==> src/rtl/fetch_pkg.sv <==
// Shared types and helpers for the instruction-fetch front end.
package fetch_pkg;

   localparam logic [31:0] RESET_PC_DEFAULT = 32'h0000_0000;

   // One fetched instruction with the prediction that produced its successor
   typedef struct packed {
      logic [31:0] instr;
      logic [31:0] pc;
      logic        pred_taken;
      logic [31:0] pred_pc;
   } fetch_entry_t;

   // Ceiling log2, used to size FIFO pointers
   function automatic int unsigned log2_ceil(input int unsigned n);
      int unsigned r;
      r = 32'd0;
      for (int unsigned i = 0; i < 32'd32; i++) begin
         if (((n - 32'd1) >> i) != 32'd0) r = i + 32'd1;
      end
      return r;
   endfunction

endpackage

==> src/rtl/fetch_fifo.sv <==
// Registered fetch buffer toward decode; flush empties it in one cycle.
module fetch_fifo
   import fetch_pkg::*;
#(
   parameter int unsigned DEPTH = 2
) (
   input  logic                       clk,
   input  logic                       rst,
   input  logic                       push,
   input  logic                       pop,
   input  logic                       flush,
   input  fetch_entry_t               push_data,
   output fetch_entry_t               head,
   output logic [log2_ceil(DEPTH):0]  count,
   output logic                       empty,
   output logic                       full
);

   localparam int unsigned PTR_W = log2_ceil(DEPTH);
   localparam int unsigned CNT_W = PTR_W + 1;

   fetch_entry_t     mem_q [DEPTH];
   logic [PTR_W-1:0] wr_ptr_q, wr_ptr_d;
   logic [PTR_W-1:0] rd_ptr_q, rd_ptr_d;
   logic [CNT_W-1:0] count_q, count_d;
   logic             do_push, do_pop;

   assign empty   = (count_q == '0);
   assign full    = (count_q == CNT_W'(DEPTH));
   assign count   = count_q;
   assign head    = mem_q[rd_ptr_q];
   // A push into a full buffer is only legal alongside a pop
   assign do_push = push & (~full | pop);
   assign do_pop  = pop & ~empty;

   // Pointer and occupancy update; pointers wrap naturally
   always_comb begin
      wr_ptr_d = wr_ptr_q;
      rd_ptr_d = rd_ptr_q;
      count_d  = count_q;
      if (flush) begin
         wr_ptr_d = '0;
         rd_ptr_d = '0;
         count_d  = '0;
      end else begin
         if (do_push) wr_ptr_d = wr_ptr_q + PTR_W'(1);
         if (do_pop)  rd_ptr_d = rd_ptr_q + PTR_W'(1);
         count_d = count_q + CNT_W'(do_push) - CNT_W'(do_pop);
      end
   end

   // Pointer/count registers
   always_ff @(posedge clk or posedge rst) begin
      if (rst) begin
         wr_ptr_q <= '0;
         rd_ptr_q <= '0;
         count_q  <= '0;
      end else begin
         wr_ptr_q <= wr_ptr_d;
         rd_ptr_q <= rd_ptr_d;
         count_q  <= count_d;
      end
   end

   // Entry storage
   always_ff @(posedge clk or posedge rst) begin
      if (rst) begin
         for (int unsigned i = 0; i < DEPTH; i++) mem_q[i] <= '0;
      end else if (do_push && !flush) begin
         mem_q[wr_ptr_q] <= push_data;
      end
   end

endmodule

==> src/rtl/fetch_pc_unit.sv <==
// Fetch PC owner: issues imem requests, tracks the single outstanding
// response and buffers returned instructions toward decode.
module fetch_pc_unit
   import fetch_pkg::*;
#(
   parameter logic [31:0] RESET_PC   = RESET_PC_DEFAULT,
   parameter int unsigned FIFO_DEPTH = 2
) (
   input  logic        clk,
   input  logic        rst,
   output logic [31:0] bp_pc_fetch,
   input  logic [31:0] bp_pred_pc,
   input  logic        bp_pred_taken,
   output logic        imem_req,
   output logic [31:0] imem_addr,
   input  logic        imem_gnt,
   input  logic        imem_rvalid,
   input  logic [31:0] imem_rdata,
   input  logic        redirect_valid,
   input  logic [31:0] redirect_pc,
   output logic        dec_valid,
   input  logic        dec_ready,
   output logic [31:0] dec_instr,
   output logic [31:0] dec_pc,
   output logic        dec_pred_taken,
   output logic [31:0] dec_pred_pc
);

   localparam int unsigned CNT_W = log2_ceil(FIFO_DEPTH) + 1;
   localparam int unsigned OCC_W = CNT_W + 1;

   logic [31:0]      pc_q, pc_d;
   logic             inflight_q, inflight_d;
   logic             kill_q, kill_d;
   logic [31:0]      meta_pc_q, meta_pc_d;
   logic             meta_taken_q, meta_taken_d;
   logic [31:0]      meta_pred_pc_q, meta_pred_pc_d;

   logic [CNT_W-1:0] fifo_count;
   logic             fifo_empty, fifo_full;
   logic             fifo_push, pop, accept;
   logic [OCC_W-1:0] occ;
   fetch_entry_t     push_entry, head;
   logic             unused_bits;

   assign bp_pc_fetch = pc_q;
   assign imem_addr   = pc_q;
   // Address LSBs are forced to zero; full is implied by the issue guard
   assign unused_bits = ^{redirect_pc[1:0], bp_pred_pc[1:0], fifo_full};

   // Issue guard and response acceptance
   always_comb begin
      pop       = ~fifo_empty & dec_ready;
      occ       = OCC_W'(fifo_count) + OCC_W'(inflight_q) - OCC_W'(pop);
      imem_req  = ~rst & ~redirect_valid & (occ < OCC_W'(FIFO_DEPTH));
      accept    = imem_req & imem_gnt;
      fifo_push = imem_rvalid & inflight_q & ~kill_q & ~redirect_valid;
      push_entry = '{instr: imem_rdata, pc: meta_pc_q,
                     pred_taken: meta_taken_q, pred_pc: meta_pred_pc_q};
   end

   // PC, outstanding-request and metadata next state; redirect wins
   always_comb begin
      pc_d           = pc_q;
      inflight_d     = inflight_q;
      kill_d         = 1'b0;
      meta_pc_d      = meta_pc_q;
      meta_taken_d   = meta_taken_q;
      meta_pred_pc_d = meta_pred_pc_q;
      if (redirect_valid) begin
         pc_d           = {redirect_pc[31:2], 2'b00};
         inflight_d     = 1'b0;
         kill_d         = inflight_q & ~imem_rvalid;
         meta_pc_d      = '0;
         meta_taken_d   = 1'b0;
         meta_pred_pc_d = '0;
      end else if (accept) begin
         pc_d           = {bp_pred_pc[31:2], 2'b00};
         inflight_d     = 1'b1;
         meta_pc_d      = pc_q;
         meta_taken_d   = bp_pred_taken;
         meta_pred_pc_d = {bp_pred_pc[31:2], 2'b00};
      end else if (imem_rvalid) begin
         inflight_d     = 1'b0;
      end
   end

   // State registers
   always_ff @(posedge clk or posedge rst) begin
      if (rst) begin
         pc_q           <= {RESET_PC[31:2], 2'b00};
         inflight_q     <= 1'b0;
         kill_q         <= 1'b0;
         meta_pc_q      <= '0;
         meta_taken_q   <= 1'b0;
         meta_pred_pc_q <= '0;
      end else begin
         pc_q           <= pc_d;
         inflight_q     <= inflight_d;
         kill_q         <= kill_d;
         meta_pc_q      <= meta_pc_d;
         meta_taken_q   <= meta_taken_d;
         meta_pred_pc_q <= meta_pred_pc_d;
      end
   end

   fetch_fifo #(.DEPTH(FIFO_DEPTH)) u_fifo (
      .clk       (clk),
      .rst       (rst),
      .push      (fifo_push),
      .pop       (pop),
      .flush     (redirect_valid),
      .push_data (push_entry),
      .head      (head),
      .count     (fifo_count),
      .empty     (fifo_empty),
      .full      (fifo_full)
   );

   // Decode-facing view of the buffer head; data reads zero when empty
   always_comb begin
      dec_valid      = ~fifo_empty;
      dec_instr      = '0;
      dec_pc         = '0;
      dec_pred_taken = 1'b0;
      dec_pred_pc    = '0;
      if (!fifo_empty) begin
         dec_instr      = head.instr;
         dec_pc         = head.pc;
         dec_pred_taken = head.pred_taken;
         dec_pred_pc    = head.pred_pc;
      end
   end

endmodule

==> config.mk <==
export PLATFORM = sky130hd
export DESIGN_NAME = fetch_pc_unit
export DESIGN_NICKNAME = d
export VERILOG_FILES = /design/src/rtl/fetch_pkg.sv /design/src/rtl/fetch_fifo.sv /design/src/rtl/fetch_pc_unit.sv
export SDC_FILE = /design/constraint.sdc
export NUM_CORES = 1
export LEC_CHECK = 0
export CAP_MARGIN = 20
export CORE_MARGIN = 2
export CORE_UTILIZATION = 44
export DETAILED_ROUTE_END_ITERATION = 8
export PLACE_DENSITY = 0.81
export SYNTH_ARGS = -nofsm -noshare
export SYNTH_HDL_FRONTEND = slang
export SYNTH_SLANG_ARGS = --single-unit
==> constraint.sdc <==
create_clock -name clk -period 13 [get_ports clk]
set_clock_uncertainty 0.2 [all_clocks]
set_input_delay 1.95 -clock clk [delete_from_list [all_inputs] [get_ports clk]]
set_output_delay 1.95 -clock clk [all_outputs]
set_load 0.02 [all_outputs]
Word level (Yosys, flattened, before mapping). Cells that the tools add are included.

Register bits after elaboration: 297. Input bits: 103. Output and inout bits: 163. Logic and storage cells: 81.

Add/subtract/negate cells: 6. $lt $le $gt $ge: 4. Equal/unequal tests: 1. Mux-type cells: 26. Bitwise operators: 19. Reductions and logical operators: 8.

Operators with widths (number): 97-bit 2-to-1 mux (4); 32-bit 2-to-1 mux (8); 194-bit bitwise mux (1); 97-bit demux with 1-bit select (1); 1-bit 2-to-1 mux (11); 1-bit bitwise AND (10); 1-bit inverter (6); 2-bit nonzero test (3); 2-bit greater-or-equal comparator, second input constant (2); 1-bit inverter with 2-bit output (2); 2-bit by 1-bit adder with 3-bit output (1); 3-bit by 2-bit < comparator with 1-bit output, second input constant (1); 3-bit nonzero test (1); 3-bit by 1-bit subtractor with 3-bit output (1); 1-bit adder, second input constant (2); 2-bit by 1-bit adder with 2-bit output (1); 2-bit equality test, second input constant (1); 1-bit logical AND (2); 2-bit logical NOT (1); 2-bit by 1-bit < comparator with 1-bit output, second input constant (1); 2-bit 2-to-1 mux (1); 2-bit by 1-bit subtractor with 2-bit output (1); 1-bit logical NOT (1); 1-bit bitwise OR (1).

Logic depth before layout (Yosys ltp). Gate-level depths: netlist of the first run.

Depth after elaboration: 9. Depth in mapped cells: 12. Mapped depth without buffers: 9.

Modules after synthesis. A second synthesis of the first run with hierarchy kept.

Cell total of the unflattened synthesis: 1098. Area total of the unflattened synthesis: 13865.8 µm².

By module, submodules not included: fetch_fifo (times used 1, cells each 543, area each 8669.6 µm², seq. area each 4954.8 µm²); fetch_pc_unit (times used 1, cells each 555, area each 5196.2 µm², seq. area each 2327.2 µm²).

Least setup slack after synthesis of the first run. No wires, ideal clock.

Path type: in2out. Start point: input port dec_ready. End point: output port imem_req. Arrival time: 4133 ps. Data required time: 10850 ps. Slack: 6717 ps. Cell stages on the path: 10. Buffers on the path: 2. Path through: o21ai_0 > inv_1 > ha_1 > inv_1 > nand2_1 > fa_1 > or3b_2 > clkbuf_1 > buf_1 > nor2_1.

Cells in the longest elaborated chain, start to end: 4.

Ends and longest elaborated chain: start, declared (line fetch_pc_unit.sv:22) `input logic dec_ready,`; 1-bit bitwise AND (line fetch_pc_unit.sv:53) `pop = ~fifo_empty & dec_ready;`; 3-bit by 1-bit subtractor with 3-bit output (line fetch_pc_unit.sv:54) `occ = OCC_W'(fifo_count) + OCC_W'(inflight_q) - OCC_W'(pop);`; 3-bit by 2-bit < comparator with 1-bit output (line fetch_pc_unit.sv:55) `imem_req = ~rst & ~redirect_valid & (occ < OCC_W'(FIFO_DEPTH));`; 1-bit bitwise AND (line fetch_pc_unit.sv:55); end, declared (line fetch_pc_unit.sv:14) `output logic imem_req,`.

No other way between the ends.

Final worst setup path of the first run. Ends and elaborated chain as after synthesis.

==> results of run 1 <==
-- power groups by stage --
stage	Sequential, mW	Combinational (mW)	Clock (mW)
floorplan	1.14	0.728	0
global placement	1.19	1.06	0
detailed placement	1.20	1.08	0
CTS	1.18	1.08	0.838
global route	1.20	1.15	0.878
finish	1.18	1.08	0.820
-- worst paths after layout --
kind	startpoint	end	slack, ps	cells after the start
min in group asynchronous	rst	u_fifo.mem_q[166]$_DFFE_PP0P_	1890	2
max in group asynchronous	rst	bp_pc_fetch[28]$_DFFE_PP0P_	9540	4
worst max register to register	u_fifo.count[1]$_DFF_PP0_	bp_pc_fetch[24]$_DFFE_PP0P_	9000	11
worst min register to register	u_fifo.mem_q[104]$_DFFE_PP0P_	u_fifo.mem_q[104]$_DFFE_PP0P_	300	1
worst min-delay path	u_fifo.mem_q[104]$_DFFE_PP0P_	u_fifo.mem_q[104]$_DFFE_PP0P_	300	1
worst max-delay path	dec_ready	imem_req	5610	11
-- per-layer routing --
layer  part of all wire [%]  up-vias
li1                       -     4232
met1                     44     4778
met2                     47      326
met3                    5.3       75
met4                    3.5        0
met5                      0        -
-- area by class of cell --
type | count | area [sq um]
Tap cell | 390 | 488
Clock inverter | 7 | 70.1
Inverter | 37 | 146
Fill cell | 2437 | 12900
Clock buffer | 42 | 877
Sequential cell | 283 | 7090
Multi-Input combinational cell | 653 | 5430
Timing Repair Buffer | 269 | 2690
-- worst register-to-register path, stage by stage, from the launching register on --
cell and delay (ps):
dfrtp_1 550, o21ai_0 340, inv_1 110, ha_1 290, inv_1 90, nand2_1 80, fa_1 500, or3b_2 440
buf_4 370, nor3_2 290, buf_4 360, o311ai_0 210
-- kinds of logic (layout without fill, tap and decap cells) --
group                    count (synthesis)  after routing  synth area share, %
flip-flops                             283            283                 53.2
multiplexers                           280            280                 24.5
AND/OR/NAND/NOR                        203            203                 7.20
buffers and inverters                  173            355                 6.57
AO/OA/AOI/OAI                          154            154                 7.79
adder cells (fa/ha/maj)                  4              4                0.433
XOR/XNOR                                 4              4                0.263
other                                    1              8               0.0282
-- synth_stat cells --
cell / instances / share of area, %
mux2_2: 128 / 11
nor2b_1: 2 / 0.094
mux2i_1: 93 / 7.0
nand3_1: 2 / 0.075
and3b_1: 1 / 0.066
mux2_4: 59 / 6.7
dfrtp_1: 283 / 53
o21ai_0: 2 / 0.075
clkbuf_2: 1 / 0.038
clkinv_1: 1 / 0.028
or3b_2: 1 / 0.066
or3b_1: 1 / 0.066
ha_1: 3 / 0.28
and4bb_2: 1 / 0.094
inv_1: 36 / 1.0
clkbuf_1: 58 / 1.6
nor2_1: 98 / 2.8
a21oi_1: 61 / 2.3
buf_1: 12 / 0.34
and2_1: 2 / 0.094
buf_4: 39 / 2.2
nand2b_1: 1 / 0.047
conb_1: 1 / 0.028
a21o_1: 1 / 0.056
nand2_1: 31 / 0.87
nor3b_1: 1 / 0.056
fa_1: 1 / 0.15
nor3_1: 2 / 0.075
o31ai_1: 60 / 3.4
buf_2: 19 / 0.71
nand4_1: 60 / 2.8
o311ai_0: 30 / 2.0
xnor2_1: 1 / 0.066
buf_6: 7 / 0.59
xor2_1: 3 / 0.20
-- metrics by stage --
stage	instances	hold WS, ps	util, %	power [mW]	setup WS (ps)
floorplan	1109	264	-	1.87	3040
global route	1681	314	56.5	3.23	5480
detailed placement	1630	292	53.1	2.27	5630
global placement	1630	286	53.1	2.24	5700
finish	1681	303	56.5	3.08	5610
CTS	1679	306	56.3	3.10	5620
-- registers in the layout, indices dropped and copies added, names as in the netlist --
register and cells:
u_fifo.mem_q 186, bp_pc_fetch 30, meta_pc_q 30, meta_pred_pc_q 30, u_fifo.count 2, inflight_q 1
kill_q 1, meta_taken_q 1, u_fifo.rd_ptr_q 1, u_fifo.wr_ptr_q 1
==> flow_metrics.py, run 1 <==
metrics = {
    "placed_design": {
        "placed_area_sq_mm": 0.0158,
        "place_congestion": 0.849,
        "io_buffers": 253,
        "hpwl_mm": 21.9,
    },
    "die": {
        "die-height_um": 178,
        "chipWidth_um": 178,
        "die_area_sq_mm": 0.0316,
        "coreArea_sq_mm": 0.0297,
        "start_util_pct": 44.8,
        "row_count": 63,
        "io_pins": 266,
    },
    "sta": {
        "period_share_pct": 56.8,
        "hold_violations": 0,
        "rsz0062_at_grt": "false",
        "fmax_mhz": 135,
        "maxSlewViolCount": 0,
        "relSlewSlack_pct": 24.9,
        "worst_pin_slew_ps": 1130,
        "fin_setup_tns_ps": 0,
        "setup_violations": 0,
        "fin_crit_ps": 7390,
    },
    "grt": {
        "grt_pass1_vias": 9551,
        "use_met3_pct": 3.08,
        "grt_use_met2_pct": 34.4,
        "grt_start_max_net_pins": 117,
        "antenna_found_initial": 0,
        "grt_overflow_total": 0,
        "grt.busiest_layer": "met2",
        "met1_usage_pct": 31.1,
        "grt_pass1_wl_mm": 54.3,
        "gr-usage-all-layers_pct": 21.9,
    },
    "cts": {
        "root_buffer": "clkbuf_16",
        "clock_sinks": 283,
        "cts_tree": "built",
        "path_clk_slew_ps": 50,
        "cts_hold_buf": 0,
        "cts_resized": 0,
        "cts_setup_buffers": 0,
        "cts-htree-levels": 1,
        "clkLatencyLatePin_ps": 550,
        "cts_buffer_depth": 3,
        "cts_buffers": 31,
    },
    "finish": {
        "layout_common_cells": "dfrtp_1 (282), clkdlybuf4s50_1 (251), mux2_2 (128)",
        "drive_gt1_share_pct": 20.2,
        "area_growth_pct": 26.2,
        "final_nets": 1382,
        "final_common_cell": "dfrtp_1",
        "num_antenna_cells": 0,
        "finalInstanceArea_sq_mm": 0.0168,
    },
    "critical_path": {
        "cp_top_family": "buffers and inverters",
        "cp_slowest_stage_delay_ps": 630,
        "path_class": "in2out",
        "slowest_stage": "clkdlybuf4s50_1",
        "path_cells": "clkdlybuf4s50_1 -> o21ai_0 -> inv_1 -> ha_1 -> inv_1 -> nand2_1 -> fa_1 -> or3b_2 -> buf_4 -> nor2_1 -> clkdlybuf4s50_1",
        "cp_data_required_time_ps": 10850,
        "start_kind": "input pin",
        "crit_arrival_ps": 5240,
        "crit_path_end_kind": "output port",
        "critPathMaxFanout": 62,
        "cp_num_buf_inv": 5,
    },
    "power_and_ir_drop": {
        "switching_power_mw": 1.11,
        "ir_drop_v": 0.000177,
        "seq_power_share_pct": 38.4,
        "power_density_mw_per_mm2": 184,
        "power_frac_clock_pct": 26.6,
        "intPower_mw": 1.97,
        "power_leakage_nw": 7.26,
        "switching_share_pct": 36.1,
        "p_comb_share_pct": 35.0,
    },
    "synthesis": {
        "avgSynthCellArea_sq_um": 12.1,
        "syn_inst": 1102,
        "ys_ff_latch": 283,
        "ys_types": 35,
        "ys.warnings.count": 0,
        "synth-seq-area-share_pct": 53.2,
        "syn_area_sq_mm": 0.0133,
    },
    "detailed_routing": {
        "route.detailed.drc": 0,
        "dr.pass1.iters": 4,
        "drt_iter0_drc": 680,
        "via_count": 9411,
        "viasPerCell": 5.60,
        "ant_nets": 0,
        "routed_wl_mm": 34.7,
        "wl_per_cell_um": 20.7,
    },
    "worst_hold_path": {
        "hold_class": "reg2reg",
    },
    "run_status": {
        "status": "finished clean",
    },
    "job": {
        "max-cap-violations": 0,
    },
}
No activity file was read; power rests on OpenSTA's default activity.
==> run 2: changes to the inputs <==
==> constraint.sdc (replaced) <==
create_clock -name clk -period 6.83 [get_ports clk]
set_clock_uncertainty 0.2 [all_clocks]
set_input_delay 1.0245 -clock clk [delete_from_list [all_inputs] [get_ports clk]]
set_output_delay 1.0245 -clock clk [all_outputs]
set_load 0.02 [all_outputs]
==> flow_metrics.py, run 2 (same netlist as run 1, synthesis figures left out) <==
metrics = {
    "detailed_routing": {
        "route.detailed.drc": 0,
        "viasPerCell": 5.61,
        "wl_per_cell_um": 21.0,
        "drt_iter0_drc": 859,
        "routed_wl_mm": 35.3,
        "ant_nets": 0,
        "dr.pass1.iters": 8,
        "via_count": 9446,
    },
    "critical_path": {
        "r2r.worst_path.cells": 11,
        "slowest_stage": "clkdlybuf4s50_1",
        "r2r_end": "bp_pc_fetch[30]$_DFFE_PP0P_",
        "crit_arrival_ps": 4120,
        "path_cells": "clkdlybuf4s50_1 -> o21ai_0 -> inv_1 -> ha_1 -> inv_1 -> nand2_1 -> fa_1 -> or3b_2 -> nor2_1 -> clkdlybuf4s50_1",
        "r2r-start": "u_fifo.count[1]$_DFF_PP0_",
        "cp_slowest_stage_delay_ps": 690,
        "critPathMaxFanout": 2,
        "crit_path_end_kind": "output port",
        "reg2reg_slack_ps": 2410,
        "start_kind": "input pin",
        "cp_data_required_time_ps": 5610,
        "path_class": "in2out",
    },
    "placed_design": {
        "preCtsSetupSlack_ps": 1520,
        "io_buffers": 253,
        "dp.cells": 1632,
        "placed_area_sq_mm": 0.0158,
        "place_congestion": 0.802,
        "hpwl_mm": 22.0,
    },
    "sta": {
        "setup_violations": 0,
        "hold_violations": 0,
        "relSlewSlack_pct": 28.2,
        "fin_setup_tns_ps": 0,
        "rsz0062_at_grt": "false",
        "worst_pin_slew_ps": 1080,
        "fin_crit_ps": 5350,
        "fmax_mhz": 187,
        "fin_ws_ps": 1480,
        "maxSlewViolCount": 0,
        "period_share_pct": 78.3,
    },
    "grt": {
        "grt_use_met2_pct": 35.1,
        "grt.busiest_layer": "met2",
        "gr-usage-all-layers_pct": 22.2,
        "use_met3_pct": 3.53,
        "grt_start_max_net_pins": 174,
        "met1_usage_pct": 31.2,
        "grt_pass1_vias": 9617,
        "antenna_found_initial": 1,
        "grt_pass1_wl_mm": 55.2,
        "grt_overflow_total": 0,
    },
    "worst_hold_path": {
        "hold_depth": 1,
        "hp-start": "u_fifo.mem_q[125]$_DFFE_PP0P_",
        "hold_class": "reg2reg",
        "whs_endpoint": "u_fifo.mem_q[125]$_DFFE_PP0P_",
    },
    "die": {
        "die_area_sq_mm": 0.0316,
        "row_count": 63,
        "io_pins": 266,
        "coreArea_sq_mm": 0.0297,
        "start_util_pct": 44.8,
        "chipWidth_um": 178,
        "die-height_um": 178,
    },
    "finish": {
        "final_nets": 1381,
        "layout_common_cells": "dfrtp_1 (282), clkdlybuf4s50_1 (251), mux2_2 (128)",
        "num_antenna_cells": 0,
        "regArea_sq_mm": 0.00709,
        "fillers": 2415,
        "finalInstanceArea_sq_mm": 0.0169,
        "area_growth_pct": 26.9,
        "drive_gt1_share_pct": 20.5,
        "stdcell_count": 1683,
        "largest_register_ff_count": 186,
        "multi_input_area_sq_mm": 0.00543,
        "final_common_cell": "dfrtp_1",
        "largest-register": "u_fifo.mem_q",
    },
    "power_and_ir_drop": {
        "power_leakage_nw": 7.30,
        "ir_drop_v": 0.000325,
        "power_density_mw_per_mm2": 359,
    },
    "cts": {
        "cts_setup_buffers": 0,
        "cts_buffer_depth": 3,
        "path_clk_slew_ps": 60,
        "clkLatencyLatePin_ps": 560,
        "root_buffer": "clkbuf_16",
        "clock_sinks": 283,
        "cts_tree": "built",
        "cts-htree-levels": 1,
        "cts_hold_buf": 0,
        "cts_resized": 0,
        "cts_buffers": 30,
    },
    "job": {
        "max-cap-violations": 0,
    },
    "run_status": {
        "status": "finished clean",
    },
}
==> run 2: how the worst max path moves through the flow <==
stage                     startpoint                           to  slack (ps)  cells past startpoint
after floorplan                  rst  bp_pc_fetch[10]$_DFFE_PP0P_        1860                      1
after global placement     dec_ready                     imem_req        1540                     10
after detailed placement   dec_ready                     imem_req        1520                     10
after CTS                  dec_ready                     imem_req        1510                     10
after global routing       dec_ready                     imem_req        1370                     10
final                      dec_ready                     imem_req        1480                     10
==> run 2: through the flow <==
step                hold WS, ps  power, mW  utilization, %
floorplan                   264       3.57               -
global placement            286       4.30            53.2
detailed placement          292       4.34            53.2
CTS                         307       6.09            56.8
global route                315       6.34            56.8
finish                      304       6.05            56.8
==> run 2: area by class of cell <==
class | count | area share (%)
Sequential cell | 283 | 42.0
Multi-Input combinational cell | 653 | 32.2
Timing Repair Buffer | 269 | 15.8
Clock buffer | 41 | 5.17
Tap cell | 390 | 2.89
Clock inverter | 10 | 1.12
Inverter | 37 | 0.845
==> run 2: layer usage <==
| layer | part of all wire (%) | routed length [um] |
|---|---|---|
| met5 | 0.031 | 11 |
| met4 | 3.5 | 1230 |
| met3 | 6.1 | 2150 |
| met2 | 47 | 16600 |
| met1 | 43 | 15300 |
==> run 2: report_power, final <==
group | leakage (nW) | internal (mW) | switching [mW] | total (mW)
sequential | 3.82 | 1.97 | 0.271 | 2.24
combinational | 2.96 | 0.869 | 1.21 | 2.08
clock | 0.520 | 1.07 | 0.661 | 1.73
total | 7.30 | 3.91 | 2.15 | 6.05
==> run 2: worst max-delay path: cells and delay by family <==
family | cells | cell delay [ps]
AO/OA/AOI/OAI | 1 | 140
buffers and inverters | 4 | 1370
adder cells (fa/ha/maj) | 2 | 720
AND/OR/NAND/NOR | 3 | 860
==> run 3: changes to the inputs <==
--- a/config.mk
+++ b/config.mk
@@ -9,7 +9,7 @@
 export CORE_MARGIN = 2
 export CORE_UTILIZATION = 44
 export DETAILED_ROUTE_END_ITERATION = 8
-export PLACE_DENSITY = 0.81
+export PLACE_DENSITY = 0.84
 export SYNTH_ARGS = -nofsm -noshare
 export SYNTH_HDL_FRONTEND = slang
 export SYNTH_SLANG_ARGS = --single-unit
==> constraint.sdc (replaced) <==
create_clock -name clk -period 4.69 [get_ports clk]
set_clock_uncertainty 0.2 [all_clocks]
set_input_delay 0.7035 -clock clk [delete_from_list [all_inputs] [get_ports clk]]
set_output_delay 0.7035 -clock clk [all_outputs]
set_load 0.02 [all_outputs]
==> flow_metrics.py, run 3 (same netlist as run 1, synthesis figures left out) <==
metrics = {
    "finish": {
        "layout_common_cells": "dfrtp_1 (282), clkdlybuf4s50_1 (251), mux2_2 (128)",
        "drive_gt1_share_pct": 20.7,
        "regArea_sq_mm": 0.00709,
        "num_antenna_cells": 0,
        "multi_input_area_sq_mm": 0.00543,
        "area_growth_pct": 27.0,
        "final_common_cell": "dfrtp_1",
        "fillers": 2366,
        "largest-register": "u_fifo.mem_q",
        "largest_register_ff_count": 186,
        "final_nets": 1384,
    },
    "detailed_routing": {
        "dr.pass1.iters": 7,
        "drt_iter0_drc": 721,
        "wl_per_cell_um": 20.6,
        "via_count": 9512,
        "ant_nets": 0,
        "routed_wl_mm": 34.7,
        "wl_met3_mm": 2.20,
        "route.detailed.drc": 0,
        "viasPerCell": 5.64,
        "top_layer": "met4",
        "wl_met2_mm": 16.3,
        "drt-met1-wl_mm": 14.9,
    },
    "power_and_ir_drop": {
        "power_density_mw_per_mm2": 512,
        "power_leakage_nw": 7.31,
        "finalPower_mw": 8.66,
        "ir_drop_v": 0.000560,
    },
    "cts": {
        "cts_buffer_depth": 3,
        "cts_resized": 0,
        "clock_sinks": 283,
        "cts-htree-levels": 1,
        "cts_tree": "built",
        "clkLatencyLatePin_ps": 540,
        "cts_buffers": 29,
        "root_buffer": "clkbuf_16",
        "cts_setup_buffers": 0,
        "cts_hold_buf": 0,
        "path_clk_slew_ps": 60,
    },
    "grt": {
        "grt_pass1_wl_mm": 54.0,
        "gr-usage-all-layers_pct": 21.6,
        "grt_overflow_total": 0,
        "grt_start_max_net_pins": 127,
        "grt_pass1_vias": 9652,
        "antenna_found_initial": 0,
    },
    "critical_path": {
        "slowest_stage": "clkdlybuf4s50_1",
        "path_cells": "clkdlybuf4s50_1 -> o21ai_0 -> inv_1 -> ha_1 -> inv_1 -> nand2_1 -> fa_1 -> or3b_2 -> nor2_1 -> clkdlybuf4s50_1",
        "r2r-start": "u_fifo.count[0]$_DFF_PP0_",
        "cp_data_required_time_ps": 3790,
        "crit_path_end_kind": "output port",
        "cp_slowest_stage_delay_ps": 740,
        "start_kind": "input pin",
        "path_class": "in2out",
        "critPathMaxFanout": 2,
        "startpoint": "dec_ready",
        "crit_arrival_ps": 3600,
        "reg2reg_slack_ps": 1000,
    },
    "sta": {
        "fin_crit_ps": 4510,
        "maxSlewViolCount": 0,
        "fin_setup_tns_ps": 0,
        "relSlewSlack_pct": 44.2,
        "worst_pin_slew_ps": 837,
        "setup_violations": 0,
        "period_share_pct": 96.1,
        "hold_violations": 0,
        "rsz0062_at_grt": "false",
        "fmax_mhz": 222,
    },
    "die": {
        "chipWidth_um": 178,
        "start_util_pct": 44.8,
        "coreArea_sq_mm": 0.0297,
        "io_pins": 266,
        "die-height_um": 178,
        "die_area_sq_mm": 0.0316,
        "row_count": 63,
    },
    "placed_design": {
        "io_buffers": 253,
        "hpwl_mm": 22.5,
        "place_congestion": 0.842,
    },
    "job": {
        "max-cap-violations": 0,
    },
    "worst_hold_path": {
        "hold_class": "reg2reg",
        "hp-start": "u_fifo.mem_q[64]$_DFFE_PP0P_",
    },
    "run_status": {
        "status": "finished clean",
    },
}
run 3: cell types whose count changed in the layout (fill, tap and decap cells not counted):
cell / change
clkinv_2: +4
clkbuf_8: -1
clkbuf_16: -1
clkinv_8: -1
buf_4: -2
bufinv_16: -2
buf_12: +6
run 3: path summary, 6_finish.rpt:
kind | end | depth (start not counted)
max | imem_req | 10
min | u_fifo.mem_q[64]$_DFFE_PP0P_ | 1
max reg2reg | bp_pc_fetch[18]$_DFFE_PP0P_ | 11
min reg2reg | u_fifo.mem_q[64]$_DFFE_PP0P_ | 1
max in group asynchronous | meta_pc_q[30]$_DFFE_PP0P_ | 3
min in group asynchronous | meta_pc_q[23]$_DFFE_PP0P_ | 2
run 3: stage by stage:
step                      instances  hold WS, ps  area (sq um)  worst slack (ps)  utilization (%)
after floorplan                1109          264         13300              37.2                -
after global placement         1636          286         15900               217             53.6
after detailed placement       1636          292         15900               198             53.6
after CTS                      1686          307         16900               186             56.8
after global routing           1686          313         16900              21.3             56.8
final                          1686          303         16900               182             56.8
run 3: routing by layer:
metal  GRT usage [%]  vias to the layer above
met4            7.89                        0
li1                -                     4249
met1            30.0                     4813
met3            3.83                       76
met2            34.1                      374
met5               0                        -
run 3: power by group:
| part | switching [mW] | internal (mW) |
|---|---|---|
| sequential | 0.396 | 2.86 |
| clock | 0.932 | 1.40 |
| combinational | 1.76 | 1.31 |
| total | 3.09 | 5.57 |
run 3: critical path: cells and delay by family:
family                     cells  cell delay (ps)
AOI/OAI and AO/OA              1              120
and+or+nand+nor                3              660
adders and majority gates      2              780
buffers and inverters          4             1340
run 3: layout make-up:
class	count	share of cell area, %
clock buffers	39	4.93
clock inverters	11	0.785
repair buffers	273	16.4
multi-input cells	653	32.2
well taps	390	2.89
inverters	37	0.844
flip-flops and latches	283	41.9
